<file path="src/rtl/mem_bist_pkg.sv">
`default_nettype none
// ============================================================================
// mem_bist_pkg : shared types and the March C- element table for mem_bist_ctrl
// Rev 1.0
// ============================================================================
package mem_bist_pkg;

  localparam int NUM_ELEMENTS = 6;

  typedef enum logic [2:0] {
    ST_IDLE  = 3'd0,
    ST_W0    = 3'd1,
    ST_RD    = 3'd2,
    ST_WR    = 3'd3,
    ST_R5    = 3'd4,
    ST_DRAIN = 3'd5
  } bist_state_e;

  typedef struct packed {
    logic desc;    // 1 = descending address order
    logic has_rd;
    logic rd_bg;   // 0 = all zeros, 1 = all ones
    logic has_wr;
    logic wr_bg;
  } march_elem_t;

  // Entry 0 is E0; the packed array is listed highest index first.
  localparam march_elem_t [NUM_ELEMENTS-1:0] c_march_table = {
    march_elem_t'{desc: 1'b0, has_rd: 1'b1, rd_bg: 1'b0, has_wr: 1'b0, wr_bg: 1'b0},
    march_elem_t'{desc: 1'b1, has_rd: 1'b1, rd_bg: 1'b1, has_wr: 1'b1, wr_bg: 1'b0},
    march_elem_t'{desc: 1'b1, has_rd: 1'b1, rd_bg: 1'b0, has_wr: 1'b1, wr_bg: 1'b1},
    march_elem_t'{desc: 1'b0, has_rd: 1'b1, rd_bg: 1'b1, has_wr: 1'b1, wr_bg: 1'b0},
    march_elem_t'{desc: 1'b0, has_rd: 1'b1, rd_bg: 1'b0, has_wr: 1'b1, wr_bg: 1'b1},
    march_elem_t'{desc: 1'b0, has_rd: 1'b0, rd_bg: 1'b0, has_wr: 1'b1, wr_bg: 1'b0}
  };

endpackage
`default_nettype wire

</file>
<file path="src/rtl/mem_bist_cmp.sv">
`default_nettype none
// ============================================================================
// mem_bist_cmp : one-stage read compare with sticky first-failure capture
// Rev 1.0
// ============================================================================
module mem_bist_cmp #(
  parameter int DATA_WIDTH = 32,
  parameter int ADDR_WIDTH = 8
) (
  input  logic                  clk,
  input  logic                  rst,
  input  logic                  i_clr,
  input  logic                  i_rd_en,
  input  logic [ADDR_WIDTH-1:0] i_rd_addr,
  input  logic [DATA_WIDTH-1:0] i_rd_exp,
  input  logic [DATA_WIDTH-1:0] i_rd_data,
  output logic                  o_err_next,
  output logic [ADDR_WIDTH-1:0] o_fail_addr,
  output logic [DATA_WIDTH-1:0] o_fail_data
);

  logic                  r_vld;
  logic [ADDR_WIDTH-1:0] r_addr;
  logic [DATA_WIDTH-1:0] r_exp;
  logic                  r_err;
  logic                  w_mis;

  assign w_mis      = r_vld && (i_rd_data != r_exp);
  // Includes the compare in flight so the final read is reflected in pass.
  assign o_err_next = r_err | w_mis;

  always_ff @(posedge clk or posedge rst) begin
    if (rst) begin
      r_vld       <= 1'b0;
      r_addr      <= '0;
      r_exp       <= '0;
      r_err       <= 1'b0;
      o_fail_addr <= '0;
      o_fail_data <= '0;
    end else begin
      r_vld  <= i_rd_en;
      r_addr <= i_rd_addr;
      r_exp  <= i_rd_exp;
      if (i_clr) begin
        r_err       <= 1'b0;
        o_fail_addr <= '0;
        o_fail_data <= '0;
      end else if (w_mis && !r_err) begin
        r_err       <= 1'b1;
        o_fail_addr <= r_addr;
        o_fail_data <= i_rd_data;
      end
    end
  end

endmodule
`default_nettype wire

</file>
<file path="src/rtl/mem_bist_ctrl.sv">
`default_nettype none
// ============================================================================
// mem_bist_ctrl : March C- BIST sequencer driving both ports of a RAM
// Rev 1.0
// ============================================================================
module mem_bist_ctrl
  import mem_bist_pkg::*;
#(
  parameter int DATA_WIDTH = 32,
  parameter int ADDR_WIDTH = 8
) (
  input  logic                  clk,
  input  logic                  rst,
  input  logic                  i_start,
  output logic                  o_busy,
  output logic                  o_done,
  output logic                  o_pass,
  output logic [ADDR_WIDTH-1:0] o_fail_addr,
  output logic [DATA_WIDTH-1:0] o_fail_data,
  output logic                  o_mem_wr_en,
  output logic [ADDR_WIDTH-1:0] o_mem_wr_addr,
  output logic [DATA_WIDTH-1:0] o_mem_wr_data,
  output logic                  o_mem_rd_en,
  output logic [ADDR_WIDTH-1:0] o_mem_rd_addr,
  input  logic [DATA_WIDTH-1:0] i_mem_rd_data
);

  localparam logic [ADDR_WIDTH-1:0] C_ADDR_MAX = '1;
  localparam logic [ADDR_WIDTH-1:0] C_ADDR_ONE = 1;

  bist_state_e           r_state;
  logic [2:0]            r_elem;
  logic [ADDR_WIDTH-1:0] r_addr;
  logic [DATA_WIDTH-1:0] r_rd_exp;

  logic                  w_start_acc;
  logic                  w_err_next;
  logic [2:0]            w_elem_nxt;
  logic                  w_last;
  logic [ADDR_WIDTH-1:0] w_step;
  logic [ADDR_WIDTH-1:0] w_nxt_start;
  logic [ADDR_WIDTH-1:0] w_nx_addr;
  logic                  w_nx_rbg;

  assign w_start_acc = (r_state == ST_IDLE) && i_start;
  assign w_elem_nxt  = r_elem + 3'd1;

  // Terminal test uses the pre-step address so the counter wrap is never seen.
  assign w_last      = c_march_table[r_elem].desc ? (r_addr == '0) : (r_addr == C_ADDR_MAX);
  assign w_step      = c_march_table[r_elem].desc ? (r_addr - C_ADDR_ONE) : (r_addr + C_ADDR_ONE);
  assign w_nxt_start = c_march_table[w_elem_nxt].desc ? C_ADDR_MAX : '0;
  assign w_nx_addr   = w_last ? w_nxt_start : w_step;
  assign w_nx_rbg    = w_last ? c_march_table[w_elem_nxt].rd_bg : c_march_table[r_elem].rd_bg;

  always_ff @(posedge clk or posedge rst) begin
    if (rst) begin
      r_state       <= ST_IDLE;
      r_elem        <= '0;
      r_addr        <= '0;
      r_rd_exp      <= '0;
      o_busy        <= 1'b0;
      o_done        <= 1'b0;
      o_pass        <= 1'b0;
      o_mem_wr_en   <= 1'b0;
      o_mem_wr_addr <= '0;
      o_mem_wr_data <= '0;
      o_mem_rd_en   <= 1'b0;
      o_mem_rd_addr <= '0;
    end else begin
      o_done      <= 1'b0;
      o_mem_wr_en <= 1'b0;
      o_mem_rd_en <= 1'b0;
      case (r_state)
        ST_IDLE: begin
          if (i_start) begin
            r_state       <= ST_W0;
            r_elem        <= '0;
            r_addr        <= '0;
            o_busy        <= 1'b1;
            o_pass        <= 1'b0;
            o_mem_wr_en   <= 1'b1;
            o_mem_wr_addr <= '0;
            o_mem_wr_data <= {DATA_WIDTH{c_march_table[0].wr_bg}};
          end
        end
        ST_W0: begin
          if (w_last) begin
            r_state       <= ST_RD;
            r_elem        <= w_elem_nxt;
            r_addr        <= w_nx_addr;
            o_mem_rd_en   <= 1'b1;
            o_mem_rd_addr <= w_nx_addr;
            r_rd_exp      <= {DATA_WIDTH{w_nx_rbg}};
          end else begin
            r_addr        <= w_step;
            o_mem_wr_en   <= 1'b1;
            o_mem_wr_addr <= w_step;
            o_mem_wr_data <= {DATA_WIDTH{c_march_table[r_elem].wr_bg}};
          end
        end
        ST_RD: begin
          r_state       <= ST_WR;
          o_mem_wr_en   <= 1'b1;
          o_mem_wr_addr <= r_addr;
          o_mem_wr_data <= {DATA_WIDTH{c_march_table[r_elem].wr_bg}};
        end
        ST_WR: begin
          if (w_last) begin
            r_elem  <= w_elem_nxt;
            r_state <= c_march_table[w_elem_nxt].has_wr ? ST_RD : ST_R5;
          end else begin
            r_state <= ST_RD;
          end
          r_addr        <= w_nx_addr;
          o_mem_rd_en   <= 1'b1;
          o_mem_rd_addr <= w_nx_addr;
          r_rd_exp      <= {DATA_WIDTH{w_nx_rbg}};
        end
        ST_R5: begin
          if (w_last) begin
            r_state <= ST_DRAIN;
          end else begin
            r_addr        <= w_step;
            o_mem_rd_en   <= 1'b1;
            o_mem_rd_addr <= w_step;
            r_rd_exp      <= {DATA_WIDTH{w_nx_rbg}};
          end
        end
        ST_DRAIN: begin
          r_state <= ST_IDLE;
          o_busy  <= 1'b0;
          o_done  <= 1'b1;
          o_pass  <= ~w_err_next;
        end
        default: r_state <= ST_IDLE;
      endcase
    end
  end

  mem_bist_cmp #(
    .DATA_WIDTH (DATA_WIDTH),
    .ADDR_WIDTH (ADDR_WIDTH)
  ) u_cmp (
    .clk         (clk),
    .rst         (rst),
    .i_clr       (w_start_acc),
    .i_rd_en     (o_mem_rd_en),
    .i_rd_addr   (o_mem_rd_addr),
    .i_rd_exp    (r_rd_exp),
    .i_rd_data   (i_mem_rd_data),
    .o_err_next  (w_err_next),
    .o_fail_addr (o_fail_addr),
    .o_fail_data (o_fail_data)
  );

endmodule
`default_nettype wire

</file>
<file path="config.mk">
export PLATFORM = sky130hd
export DESIGN_NAME = mem_bist_ctrl
export DESIGN_NICKNAME = d
export VERILOG_FILES = /design/src/rtl/mem_bist_pkg.sv /design/src/rtl/mem_bist_cmp.sv /design/src/rtl/mem_bist_ctrl.sv
export SDC_FILE = /design/constraint.sdc
export NUM_CORES = 1
export LEC_CHECK = 0
export CORE_MARGIN = 5
export CORE_UTILIZATION = 55
export CTS_CLUSTER_SIZE = 14
export DETAILED_ROUTE_END_ITERATION = 8
export DONT_BUFFER_PORTS = 1
export GPL_TIMING_DRIVEN = 0
export HOLD_SLACK_MARGIN = 0.12
export PLACE_DENSITY = 0.69
export SLEW_MARGIN = 20
export SYNTH_ARGS = -nofsm -noshare
export SYNTH_HDL_FRONTEND = slang
export SYNTH_SLANG_ARGS = --single-unit
</file>
<file path="constraint.sdc">
create_clock -name clk -period 6.5 [get_ports clk]
set_input_delay 1.95 -clock clk [delete_from_list [all_inputs] [get_ports clk]]
set_output_delay 1.95 -clock clk [all_outputs]
set_load 0.1 [all_outputs]
</file>
After elaboration in Yosys (flattened, before gate mapping)
Memories as Yosys holds them, arrays and structs flattened.
Index checks and enable logic that the tools add are counted.
W data, S select, Z words.
- shifts and indexed selects: 0
- bitwise logic cells: 2
- reductions and logical operators: 19
- $mul: 0
- add/sub/neg operators: 3
- muxes and demuxes: 45
- divide/modulo/power cells: 0
- magnitude comparators: 2
- eq/ne operators: 13
- operator list (operator ; count):
    $mux W32 ; 6
    $pmux W32 S3 ; 2
    $mux W8 ; 9
    $pmux W8 S3 ; 2
    $ne A32 B32 Y1 ; 1
    $pmux W8 S4 ; 1
    $mux W3 ; 7
    $pmux W3 S5 ; 1
    $reduce_and A3 Y1 ; 5
    $mux W1 ; 10
    $mux W5 ; 2
    $ne A2 B2 Y1 const B ; 5
    $add A8 B1 Y8 const B ; 1
    $eq A8 B8 Y1 const B ; 1
    $logic_not A8 Y1 ; 1
    $lt A3 B4 Y1 const B ; 2
    $sub A8 B1 Y8 const B ; 1
    $eq A3 B2 Y1 const B ; 2
    $eq A3 B3 Y1 const B ; 2
    $pmux W1 S3 ; 2
    $pmux W3 S2 ; 1
    $reduce_bool A2 Y1 ; 3
    $reduce_bool A3 Y1 ; 2
    $pmux W1 S2 ; 2
    11 further kinds ; 13
- memories kept: 2
- bits in registers: 181
- memory bits (writable): 0
- latch bits: 0
- memory bits (read-only): 80
- output and inout port bits: 93
- memory list (name ; words ; bits a word ; rd ports ; clocked after memory_dff ; wr ports ; RTL line ; text):
    (name not given) ; 8 ; 5 ; 1 ; 0 ; 0 ; mem_bist_ctrl.sv:110 ; r_state <= c_march_table[w_elem_nxt].has_wr ? ST_RD : ST_R5;
    (name not given) ; 8 ; 5 ; 1 ; 0 ; 0 ; mem_bist_ctrl.sv:105 ; o_mem_wr_data <= {DATA_WIDTH{c_march_table[r_elem].wr_bg}};

Depth between registers and ports, before layout
- depth after elaboration: 7
- depth in mapped cells: 11
- depth with buffers taken out: 9

Cells and area by module
Synthesis repeated with hierarchy kept, for this count alone.
- cells, all modules: 523
- area, all modules: 5853.1 sq um
- modules (own cells, without submodules) (module ; instances ; cells each ; seq. area each (sq um) ; area an instance (sq um)):
    mem_bist_cmp ; 1 ; 264 ; 2052.0 ; 3434.5
    mem_bist_ctrl ; 1 ; 259 ; 925.9 ; 2418.6

Worst setup path after synthesis
OpenSTA, ideal clock, no wires.
- path type: register to output
- start: register, netlist name o_mem_wr_data[30]
- end: output o_mem_wr_data[10]
- buffers on the path: 1
- arrival time: 1.838 ns
- stages on the path, launching flop included: 2
- path slack: 2.712 ns
- required time: 4.550 ns
- cell sequence: dfrtp_1 -> buf_4
- RTL lines (item ; RTL line ; text):
    to (decl) ; mem_bist_ctrl.sv:22 ; output logic [DATA_WIDTH-1:0] o_mem_wr_data,

Worst setup path after layout
- start: input i_mem_rd_data[12]
- end: register u_cmp.o_fail_data[2]
- longest elaborated chain between the ends: 4
- RTL lines (item ; RTL line ; text):
    from (decl) ; mem_bist_ctrl.sv:25 ; input logic [DATA_WIDTH-1:0] i_mem_rd_data
    $ne A32 B32 Y1 ; mem_bist_cmp.sv:28 ; assign w_mis = r_vld && (i_rd_data != r_exp);
    $logic_and A1 B1 Y1 ; mem_bist_cmp.sv:28 ;
    $logic_and A1 B1 Y1 ; mem_bist_cmp.sv:48 ; end else if (w_mis && !r_err) begin
    $reduce_bool A2 Y1 (no source line) ; -- ;
    to (signal assigned) ; mem_bist_cmp.sv:51 ; o_fail_data <= i_rd_data;
    to (decl) ; mem_bist_cmp.sv:19 ; output logic [DATA_WIDTH-1:0] o_fail_data
No other way between the ends.
A chain may end at the register's enable or synchronous reset.

==> flow_summary_export.csv <==
group,metric,value,unit
run_status,outcome,"finished, final reports clean",
placement,routabilityCongestion,0.870,
yosys,ys_async_sr_fraction,100,%
yosys,ys_ff_latch,88,
timing,clock_skew,0.0109,ns
clock_tree,numClockSinks,88,
critical_path,crit_buf_inv,1,
timing,max_slew_margin,33.3,%
critical_path,r2r_cells,10,
timing,setup_viol,0,
routing,post_drt_wl_per_cell,17.9,µm
routing,drt-initial-drc-count,226,
power,powerDensity,186,nW/µm²
clock_tree,clkLatencyLatePin,0.35,ns
yosys,ys_seq_area_share,46.8,%
clock_tree,ctsResizeCount,0,
yosys,yosys_warnings,0,
cells_and_area,stdcell_count,580,
routing,firstDrtPassIters,6,
cells_and_area,fillCellCount,684,
grt,grt_max_degree,60,
floorplanning,ios,128,
critical_path,crit_type,"in2reg",
floorplanning,die_y,102,µm
routing,vias_per_cell,5.81,
yosys,synth_area,4700,µm²
floorplanning,core-area,8260,µm²
clock_tree,clock_path_buffers,2,
cells_and_area,fin_area,5090,µm²
yosys,synth_compound_area_share,10.1,%
yosys,synth_top_family_by_area,"simple AND/OR/NAND/NOR gates",
placement,dp.final_hpwl,7.94,mm
critical_path,critPathCaptureType,"flop",
critical_path,cp_cell_sequence,"or4_1 -> nor4_1 -> o22ai_1 -> o211ai_2 -> buf_4 -> mux2i_1 -> nor2_1",
critical_path,cpMaxStageDelayCell,"or4_1",
yosys,muxShareOfSynthArea,14.2,%
cells_and_area,syn2layout_area_growth,8.30,%
yosys,syn_area_per_cell,10.3,µm²
floorplanning,rows,33,
grt,grt_usage,20.1,%
timing,drv_slew,0,
clock_tree,postCtsSetupBuffers,0,
timing,rsz0062_at_grt,"false",
routing,final_antenna_net_count,0,
run,drv_cap,0,
yosys,synth_cell_types,57,
critical_path,cp.depth,7,
power,vdd_drop_max,0.130,mV
floorplanning,start_util,56.9,%
placement,placedCellCount,564,
timing,fin_crit_sh,55.0,%
yosys,synth_edf_count,0,
clock_tree,htree_levels,3,
critical_path,arrival,3.79,ns
critical_path,cp-start-kind,"primary input",
critical_path,cp_slowest_stage_delay,0.53,ns
cells_and_area,antenna_cells,0,
cells_and_area,fin_nets,519,
clock_tree,cts_tree,"yes",
min_path,hold_path.class,"reg2reg",
critical_path,cp.required,6.71,ns
yosys,synthSimpleGateAreaFrac,15.3,%
grt,antenna_found_initial,0,
routing,drc,0,
yosys,synth_xor_area_share,1.49,%
timing,setup_tns,0,ns
cells_and_area,drive_gt1_share,18.1,%
grt,overflow,0,
cells_and_area,regArea,2200,µm²
timing,max_clock_freq,280,MHz
placement,place_area,4890,µm²
cells_and_area,multi_input_area,2120,µm²
yosys,synth_cells,457,
timing,min_period,3.58,ns
timing,hold_viol_final,0,
timing,worst_slew_pin_slew,1.00,ns
clock_tree,holdBufCountCts,0,
floorplanning,dieArea,10500,µm²
yosys,synth_nets,506,
routing,wl,10.4,mm
yosys,ys.flop_type,"dfrtp_1",
grt,grt_pass1_vias,3324,
min_path,hold_path_depth,0,
clock_tree,clkTransAtPathRegs,0.09,ns
timing,hold_ws,0.382,ns
critical_path,path_delay_family,"simple AND/OR/NAND/NOR gates",
routing,vias,3367,
grt,grt_pass1_wl,16.7,mm
clock_tree,cts_root_buffer,"clkbuf_8",
clock_tree,cts_buffers,9,
yosys,synth-adder-area-share,3.89,%
power,p_leak,2.78,nW
critical_path,path_max_fanout,10,
floorplanning,die_w,102,µm
placement,io_buffers,0,
## power breakdown
part           switching, mW  total [mW]  internal [mW]
Sequential           0.00276       0.550          0.547
Clock                  0.198       0.380          0.182
Combinational         0.0120      0.0165        0.00453
Total                  0.212       0.947          0.734
## area by class of cell
class | instances | share of cell area [%]
Buffer | 51 | 6.58
Clock buffer | 9 | 2.43
Clock inverter | 7 | 1.52
Inverter | 14 | 1.08
Multi-Input combinational cell | 304 | 41.6
Sequential cell | 88 | 43.3
Tap cell | 105 | 2.58
Timing Repair Buffer | 2 | 0.934
## state kept, by name, indices dropped and copies added (netlist names), 3 cells and up
signal,cells
o_mem_rd_addr,8
o_mem_wr_addr,8
r_addr,8
r_elem,3
r_state,3
u_cmp.o_fail_addr,8
u_cmp.o_fail_data,32
u_cmp.r_addr,8
## stage by stage
| step | utilization, % | total power, mW | worst slack, ns |
|---|---|---|---|
| after floorplan | - | 0.573 | 2.27 |
| after global placement | 58.5 | 0.576 | 1.39 |
| after detailed placement | 59.2 | 0.579 | 2.56 |
| after CTS | 61.7 | 0.960 | 2.92 |
| after global routing | 61.7 | 0.986 | 2.79 |
| final | 61.7 | 0.947 | 2.92 |
## path summary, 6_finish.rpt
check / slack (ns) / endpoint / startpoint
worst max register to register: 3.34 / o_mem_wr_addr[6] / r_elem[0]
worst min-delay path: 0.38 / u_cmp.r_exp[30] / r_rd_exp[30]
max in group asynchronous: 4.42 / o_mem_wr_data[30] / rst
worst min register to register: 0.38 / u_cmp.r_exp[30] / r_rd_exp[30]
worst max-delay path: 2.92 / u_cmp.o_fail_data[2] / i_mem_rd_data[12]
min in group asynchronous: 1.46 / u_cmp.o_fail_data[4] / rst
## synthesized netlist by cell type, types with 4 or more instances
| cell type | number | area (µm²) |
|---|---|---|
| dfrtp_1 | 88 | 2200 |
| nor2_1 | 62 | 233 |
| mux2i_1 | 43 | 430 |
| buf_4 | 35 | 263 |
| nand2_1 | 30 | 113 |
| a21oi_1 | 18 | 90.1 |
| ha_1 | 13 | 163 |
| o21ai_1 | 13 | 65.1 |
| inv_1 | 12 | 45.0 |
| clkbuf_1 | 9 | 33.8 |
| mux2_4 | 9 | 135 |
| nand3_1 | 9 | 45.0 |
| nor3_1 | 9 | 45.0 |
| mux2_2 | 8 | 90.1 |
| o21ai_0 | 8 | 40.0 |
| xnor2_1 | 8 | 70.1 |
| nand4_1 | 7 | 43.8 |
| nor4_1 | 6 | 37.5 |
| or4_1 | 6 | 45.0 |
| a31oi_1 | 4 | 25.0 |
| or3_1 | 4 | 25.0 |
## logic make-up (layout without fill, tap and decap cells)
family	Yosys count	count (layout)
and+or+nand+nor	150	150
DFF	88	88
AOI/OAI and AO/OA	71	71
buffers and inverters	65	83
muxes	61	61
adders and majority gates	14	14
xor gates and xnor gates	8	8
## layout by cell type (no fill, tap or decap), drive strengths merged, types with 2 or more instances in the layout
master	synthesis	routed
a211o	3	3
a22o	2	2
nor2b	2	2
nand2b	2	2
nand4b	2	2
a31oi	4	4
nor4	6	6
clkinv	0	3
xnor2	8	8
o21bai	2	2
mux2	18	18
nand2	31	31
dfrtp	88	88
buf	41	43
a21o	4	4
a221o	2	2
nor2	62	62
nor3	9	9
nand3b	3	3
ha	13	13
o21ai	21	21
nand4	7	7
or3	4	4
mux2i	43	43
clkbuf	10	19
inv	14	17
or4	6	6
o22ai	2	2
o211ai	4	4
nand3	9	9
a21oi	19	19
and3	3	3
## per-layer routing
layer | GRT usage, % | vias to the layer above | wire length (µm)
li1 | - | 1612 | -
met1 | 26.8 | 1631 | 4270
met3 | 4.78 | 8 | 805
met5 | 0 | - | 0
met4 | 5.75 | 0 | 105
met2 | 32.7 | 116 | 5190
No activity file was read; power rests on OpenSTA's default activity.
